--- src/rtl/spi_arb_pkg.sv ---
// Shared definitions for the SPI bus arbiter: FSM state encoding, requester
// index assignments and the value the shared bus rests at when nobody owns it.
package spi_arb_pkg;

  typedef enum logic [1:0] {
    StIdle     = 2'd0,
    StGuardIn  = 2'd1,
    StGranted  = 2'd2,
    StGuardOut = 2'd3
  } arb_state_e;

  // Requester slots on this board.
  localparam int unsigned REQ_FLASH = 0;
  localparam int unsigned REQ_DAC   = 1;
  localparam int unsigned REQ_AMP   = 2;

  // Idle bus: clock low, data low, every chip select deasserted.
  localparam logic IDLE_SCK  = 1'b0;
  localparam logic IDLE_MOSI = 1'b0;
  localparam logic IDLE_CS_N = 1'b1;

endpackage

--- src/rtl/spi_bus_arbiter_if.sv ---
// Bundle of the per-master request/SPI signals and the shared SPI pins.
//   slave  : arbiter view (takes master requests and MISO pin, drives grant and pins)
//   master : environment view (the SPI masters plus the board pins)
interface spi_bus_arbiter_if #(
  parameter int unsigned NUM_REQ = 3
) ();

  logic [NUM_REQ-1:0] req;
  logic [NUM_REQ-1:0] req_sck;
  logic [NUM_REQ-1:0] req_mosi;
  logic [NUM_REQ-1:0] req_cs_n;
  logic [NUM_REQ-1:0] grant;
  logic               req_miso;
  logic               bus_sck;
  logic               bus_mosi;
  logic [NUM_REQ-1:0] bus_cs_n;
  logic               bus_miso;

  modport slave (
    input  req, req_sck, req_mosi, req_cs_n, bus_miso,
    output grant, req_miso, bus_sck, bus_mosi, bus_cs_n
  );

  modport master (
    output req, req_sck, req_mosi, req_cs_n, bus_miso,
    input  grant, req_miso, bus_sck, bus_mosi, bus_cs_n
  );

endinterface

--- src/rtl/rr_priority_pick.sv ---
// Combinational round-robin pick: first set bit of eligible scanning upward
// from rr_ptr, wrapping modulo NUM_REQ.
//   eligible : candidate requesters
//   rr_ptr   : highest-priority index this round (must be < NUM_REQ)
//   idx      : chosen requester (0 when valid is low)
//   valid    : at least one eligible requester
module rr_priority_pick #(
  parameter int unsigned NUM_REQ = 3,
  parameter int unsigned IdxW    = 2
) (
  input  logic [NUM_REQ-1:0] eligible,
  input  logic [IdxW-1:0]    rr_ptr,
  output logic [IdxW-1:0]    idx,
  output logic               valid
);

  always_comb begin
    int unsigned      j;
    logic [IdxW-1:0]  cand;
    idx   = '0;
    valid = 1'b0;
    j     = 0;
    cand  = '0;
    for (int unsigned i = 0; i < NUM_REQ; i++) begin
      // rr_ptr < NUM_REQ, so one subtraction is enough to wrap.
      j = 32'(rr_ptr) + i;
      if (j >= NUM_REQ) j = j - NUM_REQ;
      cand = IdxW'(j);
      if (!valid && eligible[cand]) begin
        valid = 1'b1;
        idx   = cand;
      end
    end
  end

endmodule

--- src/rtl/spi_bus_arbiter.sv ---
// Round-robin arbiter sharing one SPI bus between NUM_REQ masters.
// Grants one owner at a time with idle guard time on both sides of each
// tenure and force-releases owners that exceed TIMEOUT_CYCLES. All pin
// outputs are registered so an owner change cannot glitch SCK or a CS.
//   clk, reset_n : clock, asynchronous active-low reset
//   bus          : requests, per-master SPI, grant and shared pins (slave side)
//   busy         : FSM is not in IDLE
//   timeout_err  : sticky, set on a forced release
module spi_bus_arbiter
  import spi_arb_pkg::*;
#(
  parameter int unsigned NUM_REQ        = 3,
  parameter int unsigned GUARD_CYCLES   = 2,
  parameter int unsigned TIMEOUT_CYCLES = 4096,
  parameter int unsigned CNT_W          = 13
) (
  input  logic             clk,
  input  logic             reset_n,
  spi_bus_arbiter_if.slave bus,
  output logic             busy,
  output logic             timeout_err
);

  localparam int unsigned     IdxW      = (NUM_REQ > 1) ? $clog2(NUM_REQ) : 1;
  localparam logic [3:0]      GuardLoad = 4'(GUARD_CYCLES);
  localparam bit              TmoEn     = (TIMEOUT_CYCLES != 0);
  localparam logic [CNT_W-1:0] TenureMax = TmoEn ? CNT_W'(TIMEOUT_CYCLES - 1) : '0;
  localparam logic [IdxW-1:0] LastIdx   = IdxW'(NUM_REQ - 1);

  arb_state_e         state_q, state_d;
  logic [IdxW-1:0]    owner_q, owner_d;
  logic [IdxW-1:0]    rr_ptr_q, rr_ptr_d;
  logic [3:0]         guard_q, guard_d;
  logic [CNT_W-1:0]   tenure_q, tenure_d;
  logic [NUM_REQ-1:0] blocked_q, blocked_d;
  logic [NUM_REQ-1:0] grant_q, grant_d;
  logic               sck_q, sck_d;
  logic               mosi_q, mosi_d;
  logic [NUM_REQ-1:0] cs_n_q, cs_n_d;
  logic               tmo_err_q, tmo_err_d;

  logic [NUM_REQ-1:0] eligible;
  logic [IdxW-1:0]    pick_idx;
  logic               pick_valid;

  assign eligible = bus.req & ~blocked_q;

  rr_priority_pick #(
    .NUM_REQ (NUM_REQ),
    .IdxW    (IdxW)
  ) u_pick (
    .eligible (eligible),
    .rr_ptr   (rr_ptr_q),
    .idx      (pick_idx),
    .valid    (pick_valid)
  );

  always_comb begin
    state_d   = state_q;
    owner_d   = owner_q;
    rr_ptr_d  = rr_ptr_q;
    guard_d   = guard_q;
    tenure_d  = tenure_q;
    grant_d   = grant_q;
    tmo_err_d = tmo_err_q;
    // Pins rest idle unless the owner is actively passed through below.
    sck_d     = IDLE_SCK;
    mosi_d    = IDLE_MOSI;
    cs_n_d    = {NUM_REQ{IDLE_CS_N}};
    // A block lifts as soon as its master lets go of req.
    blocked_d = blocked_q & bus.req;

    unique case (state_q)
      StIdle: begin
        if (pick_valid) begin
          owner_d = pick_idx;
          guard_d = GuardLoad;
          state_d = StGuardIn;
        end
      end
      StGuardIn: begin
        if (!bus.req[owner_q]) begin
          guard_d = GuardLoad;
          state_d = StGuardOut;
        end else if (guard_q == 4'd1) begin
          grant_d          = '0;
          grant_d[owner_q] = 1'b1;
          tenure_d         = '0;
          state_d          = StGranted;
        end else begin
          guard_d = guard_q - 4'd1;
        end
      end
      StGranted: begin
        // A voluntary drop wins over a timeout landing on the same edge.
        if (!bus.req[owner_q] || (TmoEn && tenure_q == TenureMax)) begin
          grant_d = '0;
          guard_d = GuardLoad;
          state_d = StGuardOut;
          if (bus.req[owner_q]) begin
            tmo_err_d          = 1'b1;
            blocked_d[owner_q] = 1'b1;
          end
        end else begin
          sck_d           = bus.req_sck[owner_q];
          mosi_d          = bus.req_mosi[owner_q];
          cs_n_d[owner_q] = bus.req_cs_n[owner_q];
          tenure_d        = tenure_q + CNT_W'(1);
        end
      end
      StGuardOut: begin
        if (guard_q == 4'd1) begin
          rr_ptr_d = (owner_q == LastIdx) ? '0 : owner_q + IdxW'(1);
          state_d  = StIdle;
        end else begin
          guard_d = guard_q - 4'd1;
        end
      end
      default: state_d = StIdle;
    endcase
  end

  always_ff @(posedge clk or negedge reset_n) begin
    if (!reset_n) begin
      state_q   <= StIdle;
      owner_q   <= IdxW'(REQ_FLASH);
      rr_ptr_q  <= IdxW'(REQ_FLASH);
      guard_q   <= '0;
      tenure_q  <= '0;
      blocked_q <= '0;
      grant_q   <= '0;
      sck_q     <= IDLE_SCK;
      mosi_q    <= IDLE_MOSI;
      cs_n_q    <= {NUM_REQ{IDLE_CS_N}};
      tmo_err_q <= 1'b0;
    end else begin
      state_q   <= state_d;
      owner_q   <= owner_d;
      rr_ptr_q  <= rr_ptr_d;
      guard_q   <= guard_d;
      tenure_q  <= tenure_d;
      blocked_q <= blocked_d;
      grant_q   <= grant_d;
      sck_q     <= sck_d;
      mosi_q    <= mosi_d;
      cs_n_q    <= cs_n_d;
      tmo_err_q <= tmo_err_d;
    end
  end

  assign bus.grant    = grant_q;
  assign bus.bus_sck  = sck_q;
  assign bus.bus_mosi = mosi_q;
  assign bus.bus_cs_n = cs_n_q;
  assign bus.req_miso = bus.bus_miso;
  assign busy         = (state_q != StIdle);
  assign timeout_err  = tmo_err_q;

endmodule

--- src/flat_wrapper.sv ---
// flat-port wrapper written by rule: the top's interface ports become plain ports
module spi_bus_arbiter_flat import spi_arb_pkg::*;
#(
  parameter int unsigned NUM_REQ        = 3,
  parameter int unsigned GUARD_CYCLES   = 2,
  parameter int unsigned TIMEOUT_CYCLES = 4096,
  parameter int unsigned CNT_W          = 13
)
  (clk, reset_n, busy, timeout_err, bus_req, bus_req_sck, bus_req_mosi, bus_req_cs_n, bus_bus_miso, bus_grant, bus_req_miso, bus_bus_sck, bus_bus_mosi, bus_bus_cs_n);
  spi_bus_arbiter_if #(.NUM_REQ(NUM_REQ)) bus_i ();
  input  logic clk;
  input  logic reset_n;
  output logic busy;
  output logic timeout_err;
  input wire logic [$bits(bus_i.req)-1:0] bus_req;
  input wire logic [$bits(bus_i.req_sck)-1:0] bus_req_sck;
  input wire logic [$bits(bus_i.req_mosi)-1:0] bus_req_mosi;
  input wire logic [$bits(bus_i.req_cs_n)-1:0] bus_req_cs_n;
  input wire logic [$bits(bus_i.bus_miso)-1:0] bus_bus_miso;
  output wire logic [$bits(bus_i.grant)-1:0] bus_grant;
  output wire logic [$bits(bus_i.req_miso)-1:0] bus_req_miso;
  output wire logic [$bits(bus_i.bus_sck)-1:0] bus_bus_sck;
  output wire logic [$bits(bus_i.bus_mosi)-1:0] bus_bus_mosi;
  output wire logic [$bits(bus_i.bus_cs_n)-1:0] bus_bus_cs_n;
  assign bus_i.req = bus_req;
  assign bus_i.req_sck = bus_req_sck;
  assign bus_i.req_mosi = bus_req_mosi;
  assign bus_i.req_cs_n = bus_req_cs_n;
  assign bus_i.bus_miso = bus_bus_miso;
  assign bus_grant = bus_i.grant;
  assign bus_req_miso = bus_i.req_miso;
  assign bus_bus_sck = bus_i.bus_sck;
  assign bus_bus_mosi = bus_i.bus_mosi;
  assign bus_bus_cs_n = bus_i.bus_cs_n;
  spi_bus_arbiter #(.NUM_REQ(NUM_REQ), .GUARD_CYCLES(GUARD_CYCLES), .TIMEOUT_CYCLES(TIMEOUT_CYCLES), .CNT_W(CNT_W)) u_core (.clk(clk), .reset_n(reset_n), .bus(bus_i), .busy(busy), .timeout_err(timeout_err));
endmodule
--- config.mk ---
export PLATFORM = sky130hd
export DESIGN_NAME = spi_bus_arbiter_flat
export DESIGN_NICKNAME = d
export VERILOG_FILES = /design/src/rtl/spi_arb_pkg.sv /design/src/rtl/spi_bus_arbiter_if.sv /design/src/rtl/rr_priority_pick.sv /design/src/rtl/spi_bus_arbiter.sv /design/src/flat_wrapper.sv
export SDC_FILE = /design/constraint.sdc
export NUM_CORES = 1
export LEC_CHECK = 0
export CORE_ASPECT_RATIO = 0.75
export CORE_MARGIN = 3
export CORE_UTILIZATION = 55
export CTS_CLUSTER_SIZE = 30
export DETAILED_ROUTE_END_ITERATION = 10
export PLACE_DENSITY_LB_ADDON = 0.25
export SLEW_MARGIN = 20
export SYNTH_ARGS = -nofsm -noshare
export SYNTH_HDL_FRONTEND = slang
export SYNTH_HIERARCHICAL = 1
export SYNTH_SLANG_ARGS = --single-unit
--- constraint.sdc ---
create_clock -name clk -period 2.8 [get_ports clk]
set_clock_uncertainty 0.05 [all_clocks]
set_input_delay 0.28 -clock clk [delete_from_list [all_inputs] [get_ports clk]]
set_output_delay 0.28 -clock clk [all_outputs]
set_load 0.01 [all_outputs]
# Word level (Yosys, flattened, before mapping)
# Index checks and enable logic that the tools add are counted.
dict set report classes {
  n_addsub 8
  magnitude_cmp 8
  eq_ne 13
  muxes 54
  bitwise_logic 6
  n_reduce_logical 17
}
# op n
set op_table {}
lappend op_table {{$mux 13} 3}
lappend op_table {{$pmux 13 s2} 1}
lappend op_table {{$mux 2} 12}
lappend op_table {{$mux 3} 8}
lappend op_table {{$mux 4} 4}
lappend op_table {{$pmux 4 s4} 1}
lappend op_table {{$mux 1} 15}
lappend op_table {{$bmux 1 s2} 7}
lappend op_table {{$add 13x1->13 const B} 1}
lappend op_table {{$eq 13x12->1 const B} 1}
lappend op_table {{$lt 2x3->1 const B} 4}
lappend op_table {{$reduce_and 4->1} 3}
lappend op_table {{$ne 2x1->1 const B} 5}
lappend op_table {{$pmux 2 s4} 1}
lappend op_table {{$and 3x3->3} 2}
lappend op_table {{$eq 2x2->1 const B} 3}
lappend op_table {{$ge 3x2->1 const B} 2}
lappend op_table {{$not 3->3} 2}
lappend op_table {{$or 3x3->3} 2}
lappend op_table {{$pmux 3 s2} 1}
lappend op_table {{$reduce_and 2->1} 3}
lappend op_table {{$sub 2x2->2 const B} 3}
lappend op_table {{$eq 4x1->1 const B} 1}
lappend op_table {{$reduce_bool 2->1} 2}
lappend op_table {{other kinds (15)} 19}
dict set report word_totals {
  register_bits 35
  inputBits 15
  output_inout_bits 11
  word_cells 117
}

# Longest topological paths before layout
# Gate-level depths: netlist of run 1.
dict set report logic_depth {
  ltp_word 13
  mapped_depth 9
  depth_no_buf 9
}

# Cells and area by module
# The synthesis of run 1 kept the hierarchy.
# module n_inst cells_per_inst area_each_um2 seq_area_each_um2
set by_module_without_submodules {}
lappend by_module_without_submodules {spi_bus_arbiter 1 199 1938.1 879.6}
lappend by_module_without_submodules {rr_priority_pick 1 26 200.2 0.0}

# Least setup slack after synthesis of run 1
# OpenSTA, ideal clock, no wires.
dict set report synth_path {
  path_kind {reg2reg}
  from {register u_core.rr_ptr_q[0]}
  to {register u_core.state_q[1]}
  setup_time_ns 0.125
  arrival_time_ns 2.136
  required_ns 2.625
  setup_slack_ns 0.489
  stages_incl_launch_ff 10
  path_buffers 0
  period_less_slack_ns 2.311
  path_cell_list {dfrtp_1 > inv_1 > ha_1 > mux2i_1 > o21ai_0 > or3_2 > nand2b_1 > o31ai_2 > nor2_1 > mux2_2}
}
dict set report synth_via {
  elab_chain_cells 13
  elab_cells_between_ends 26
  cone_classes {add/sub (5); order compare (3); eq/ne (1); mux (12); reduce/logical (5)}
}
# element line
set synth_lines {}
lappend synth_lines {{from (decl)} spi_bus_arbiter.sv:32} ;# logic [IdxW-1:0] rr_ptr_q, rr_ptr_d;
lappend synth_lines {{from (signal assigned)} spi_bus_arbiter.sv:127} ;# rr_ptr_q <= IdxW'(REQ_FLASH);
lappend synth_lines {{from (signal assigned)} spi_bus_arbiter.sv:139} ;# rr_ptr_q <= rr_ptr_d;
lappend synth_lines {{branches (longest 10 deep; another with $add 2x1->3)} n/a}
lappend synth_lines {{$mux 1 *} rr_priority_pick.sv:29} ;# if (!valid && eligible[cand]) begin
lappend synth_lines {{net u_core.pick_valid} spi_bus_arbiter.sv:44} ;# logic pick_valid;
lappend synth_lines {{$ne 2x1->1 (no source line) *} n/a}
lappend synth_lines {{$reduce_and 4->1 (no source line) *} n/a}
lappend synth_lines {{to (signal assigned)} spi_bus_arbiter.sv:125} ;# state_q <= StIdle;
lappend synth_lines {{to (signal assigned)} spi_bus_arbiter.sv:137} ;# state_q <= state_d;
lappend synth_lines {{to (decl)} spi_bus_arbiter.sv:30} ;# arb_state_e state_q, state_d;
# Mark *: on every way through the listed nets, which the timed path passes. The select of a mux whose other input is x is not followed.
# A chain may end at the register's enable or synchronous reset.

# Final worst setup path of run 1
# Ends and elaborated chain as after synthesis.

==> results of run 1 <==
power breakdown:
part	leakage (uW)	total [uW]	switching, uW	internal [uW]
Sequential	0.000461	749	132	617
Combinational	0.000576	1150	631	520
Clock	0.0000515	400	176	224
Total	0.00109	2300	939	1360
metal layers:
metal / wire length [um] / track usage, %
met1: 2240 / 30.0
met2: 2050 / 36.0
met3: 376 / 6.63
met4: 65 / 5.24
met5: 0 / 0
cell families after synthesis:
kind of cell / after synthesis
mux: 13
fa+ha+maj: 11
flops: 35
buf+inv: 25
simple gates: 81
compound gates: 60
final cells by class:
cell class	instances	area (um^2)
Multi-Input combinational cell	165	1140
Fill cell	257	972
Sequential cell	35	880
Timing Repair Buffer	31	290
Clock buffer	8	100
Inverter	17	63.8
Tap cell	50	62.6
critical path, cell delays in order, from the launching register on:
cell,delay [ns]
sky130_fd_sc_hd__dfrtp_1,0.40
sky130_fd_sc_hd__inv_1,0.06
sky130_fd_sc_hd__ha_1,0.42
sky130_fd_sc_hd__mux2i_1,0.21
sky130_fd_sc_hd__o21ai_0,0.13
sky130_fd_sc_hd__or3_2,0.44
sky130_fd_sc_hd__nand2b_1,0.19
sky130_fd_sc_hd__o31ai_2,0.14
sky130_fd_sc_hd__nor2_1,0.14
sky130_fd_sc_hd__mux2_2,0.29
cell usage in the layout, fill, tap and decap left out, types with 4 or more instances in the layout:
cell                              instances
sky130_fd_sc_hd__a21oi_1                  8
sky130_fd_sc_hd__a31oi_1                  7
sky130_fd_sc_hd__buf_4                    8
sky130_fd_sc_hd__clkbuf_8                 7
sky130_fd_sc_hd__clkdlybuf4s50_1         23
sky130_fd_sc_hd__dfrtp_1                 32
sky130_fd_sc_hd__ha_1                    11
sky130_fd_sc_hd__inv_1                   17
sky130_fd_sc_hd__mux2i_1                  8
sky130_fd_sc_hd__nand2_1                 19
sky130_fd_sc_hd__nand2b_1                 9
sky130_fd_sc_hd__nand3_1                  6
sky130_fd_sc_hd__nand4_1                  5
sky130_fd_sc_hd__nor2_1                  17
sky130_fd_sc_hd__nor2b_1                  7
sky130_fd_sc_hd__o21ai_0                 13
sky130_fd_sc_hd__o21ai_1                  6
sky130_fd_sc_hd__or3_1                    4
final timing paths:
kind                                                     to  slack [ns]  cells after the start
max                           u_core/state_q[1]$_DFFE_PN0P_        0.24                      9
min                           u_core/guard_q[3]$_DFFE_PN0P_        0.35                      2
max reg2reg                   u_core/state_q[1]$_DFFE_PN0P_        0.24                      9
min reg2reg                  u_core/timeout_err$_DFFE_PN0P_        0.43                      1
max in group asynchronous  u_core/bus.bus_cs_n[1]$_DFF_PN1_        1.99                      2
min in group clk             u_core/timeout_err$_DFFE_PN0P_        0.43                      1
flip-flops by register name, indices dropped and copies added, names as in the netlist:
name and count:
u_core/blocked_q 3, u_core/bus.bus_cs_n 3, u_core/bus.bus_mosi 1, u_core/bus.bus_sck 1, u_core/bus.grant 3, u_core/guard_q 4, u_core/owner_q 2, u_core/rr_ptr_q 2
u_core/state_q 2, u_core/tenure_q 13, u_core/timeout_err 1
metrics by stage:
step	utilization [%]	cells	setup WS (ns)	hold WS, ns	total power [uW]
after floorplan	-	225	0.489	-0.0656	1560
after global placement	69.5	298	0.282	0.402	1860
after detailed placement	69.5	298	0.183	0.407	1890
after CTS	72.3	306	0.271	0.367	2300
after global routing	72.3	306	0.0542	0.385	2480
final	72.3	306	0.237	0.353	2300
==> impl_metrics.tcl, run 1 <==
set metrics [dict create \
    post_cts_hold_buffer_count 0 \
    startpoint_type "flop" \
    max_freq_ghz 0.390 \
    peakVddDrop_mv 0.483 \
    yosys.area.top_type "sky130_fd_sc_hd__dfrtp_1" \
    clock_tree.root_cell "sky130_fd_sc_hd__clkbuf_8" \
    report.final.setup_viol 0 \
    yosys.area.top_type_share_pct 37.4 \
    startpoint "u_core/rr_ptr_q[0]$_DFFE_PN0P_" \
    clkLatencyLatePin_ns 0.28 \
    finalCriticalPeriod_ns 2.56 \
    run_status "complete, no violations" \
    design.die.area_um2 4680 \
    synth_top_family_by_area "simple AND/OR/NAND/NOR gates" \
    cts_tree "built" \
    track_usage_pct 22.3 \
    final_hold_viol_count 0 \
    timing.critical_path.arrival_ns 2.68 \
    cts_num_sinks 35 \
    total_placed_instance_area_um2 2440 \
    placement.io_buffers 23 \
    netlist_instances 225 \
    first_pass_iters 5 \
    post_synth_adder_cell_area_pct 6.44 \
    route.detailed.wl_per_inst_um 15.5 \
    critical_path.endpoint_type "flop" \
    tightest_slew_ns 0.476 \
    antenna_violations_before_repair 0 \
    cts_resized 0 \
    mappedNetlistArea_um2 2140 \
    synth_mux_area_share_pct 6.67 \
    timing.slew.headroom_pct 68.1 \
    pwr_density_cell_nw_per_um2 905 \
    criticalPathCategory "flop to flop" \
    core_footprint_um2 3510 \
    floorplan.io_pins 26 \
    setup-tns-final_ns 0 \
    yosys-top-cells-count "sky130_fd_sc_hd__dfrtp_1, sky130_fd_sc_hd__nand2_1, sky130_fd_sc_hd__inv_1, sky130_fd_sc_hd__nor2_1, sky130_fd_sc_hd__o21ai_0" \
    insertedDiodeCount 0 \
    synth_most_common_cell "sky130_fd_sc_hd__dfrtp_1" \
    viasPerCell 5.83 \
    final_area_um2 2540 \
    cp_max_fo 7 \
    cts.path.max_buffers 2 \
    synth_enable_flop_cells 0 \
    layout_worst_path_cycle_share_pct 91.5 \
    cts_made_buffers 5 \
    syn-num-nets 251 \
    total_leakage_power_uw 0.00109 \
    antenna_violating_nets_post_route 0 \
    dieHeight_um 60 \
    cts.htree.levels 2 \
    synth_sequential_area_ratio_pct 41.1 \
    first_pass_grt_wire_length_mm 8.13 \
    postRouteWirelength_mm 4.74 \
    maxCapViolations 0 \
    grt_pass1_vias 1754 \
    worst_setup_hold_path_clk_slew_ns 0.07 \
    post_cts_buffers 0 \
    synth_compound_area_share_pct 20.2 \
    num-nets-final 281 \
    drive_gt1_share_pct 12.5 \
    ys_seq_elements 35 \
    crit-reg2reg-launch "u_core/rr_ptr_q[0]$_DFFE_PN0P_" \
    crit_required_ns 2.92 \
    grt_max_degree 36 \
    post_synth_and_or_nand_nor_area_fraction_pct 20.2 \
    number_of_different_library_cells_in_the_post_synthesis_netlist 51 \
    timing.final.max_slew_violations 0 \
    yosys-top-cells-area "sky130_fd_sc_hd__dfrtp_1, sky130_fd_sc_hd__ha_1, sky130_fd_sc_hd__mux2i_1, sky130_fd_sc_hd__dfstp_2, sky130_fd_sc_hd__nand2_1" \
    post_synthesis_xor_xnor_area_fraction_pct 0 \
    effective_utilization_at_floorplan_pct 60.9 \
    floorplan.rows 18 \
    detail_route.iter0.violations 137 \
    synth_warnings 6 \
    globalRoute.totalOverflow 0 \
    asyncSetResetFlopFracSynth_pct 100 \
    dieWidth_um 78 \
    place.gp.congestion 0.801 \
    syn2layout_area_growth_pct 18.8 \
    dpl.hpwl_mm 3.41 \
    synth_flop_cell "sky130_fd_sc_hd__dfrtp_1" \
    average_footprint_of_a_synthesized_cell_um2 9.50 \
    routed-via-count 1783 \
    holdCritPathClass "input pin to asynchronous set/reset pin" \
    rsz0062_at_grt "false" \
    drc 0 \
]
No activity file was read; power rests on OpenSTA's default activity.
==> run 2, diff against run 1 <==
Settings changed: CTS_CLUSTER_DIAMETER set to 30.
==> results of run 2 <==
Same layout as run 1: the final DEF is identical, and so are final timing and power.
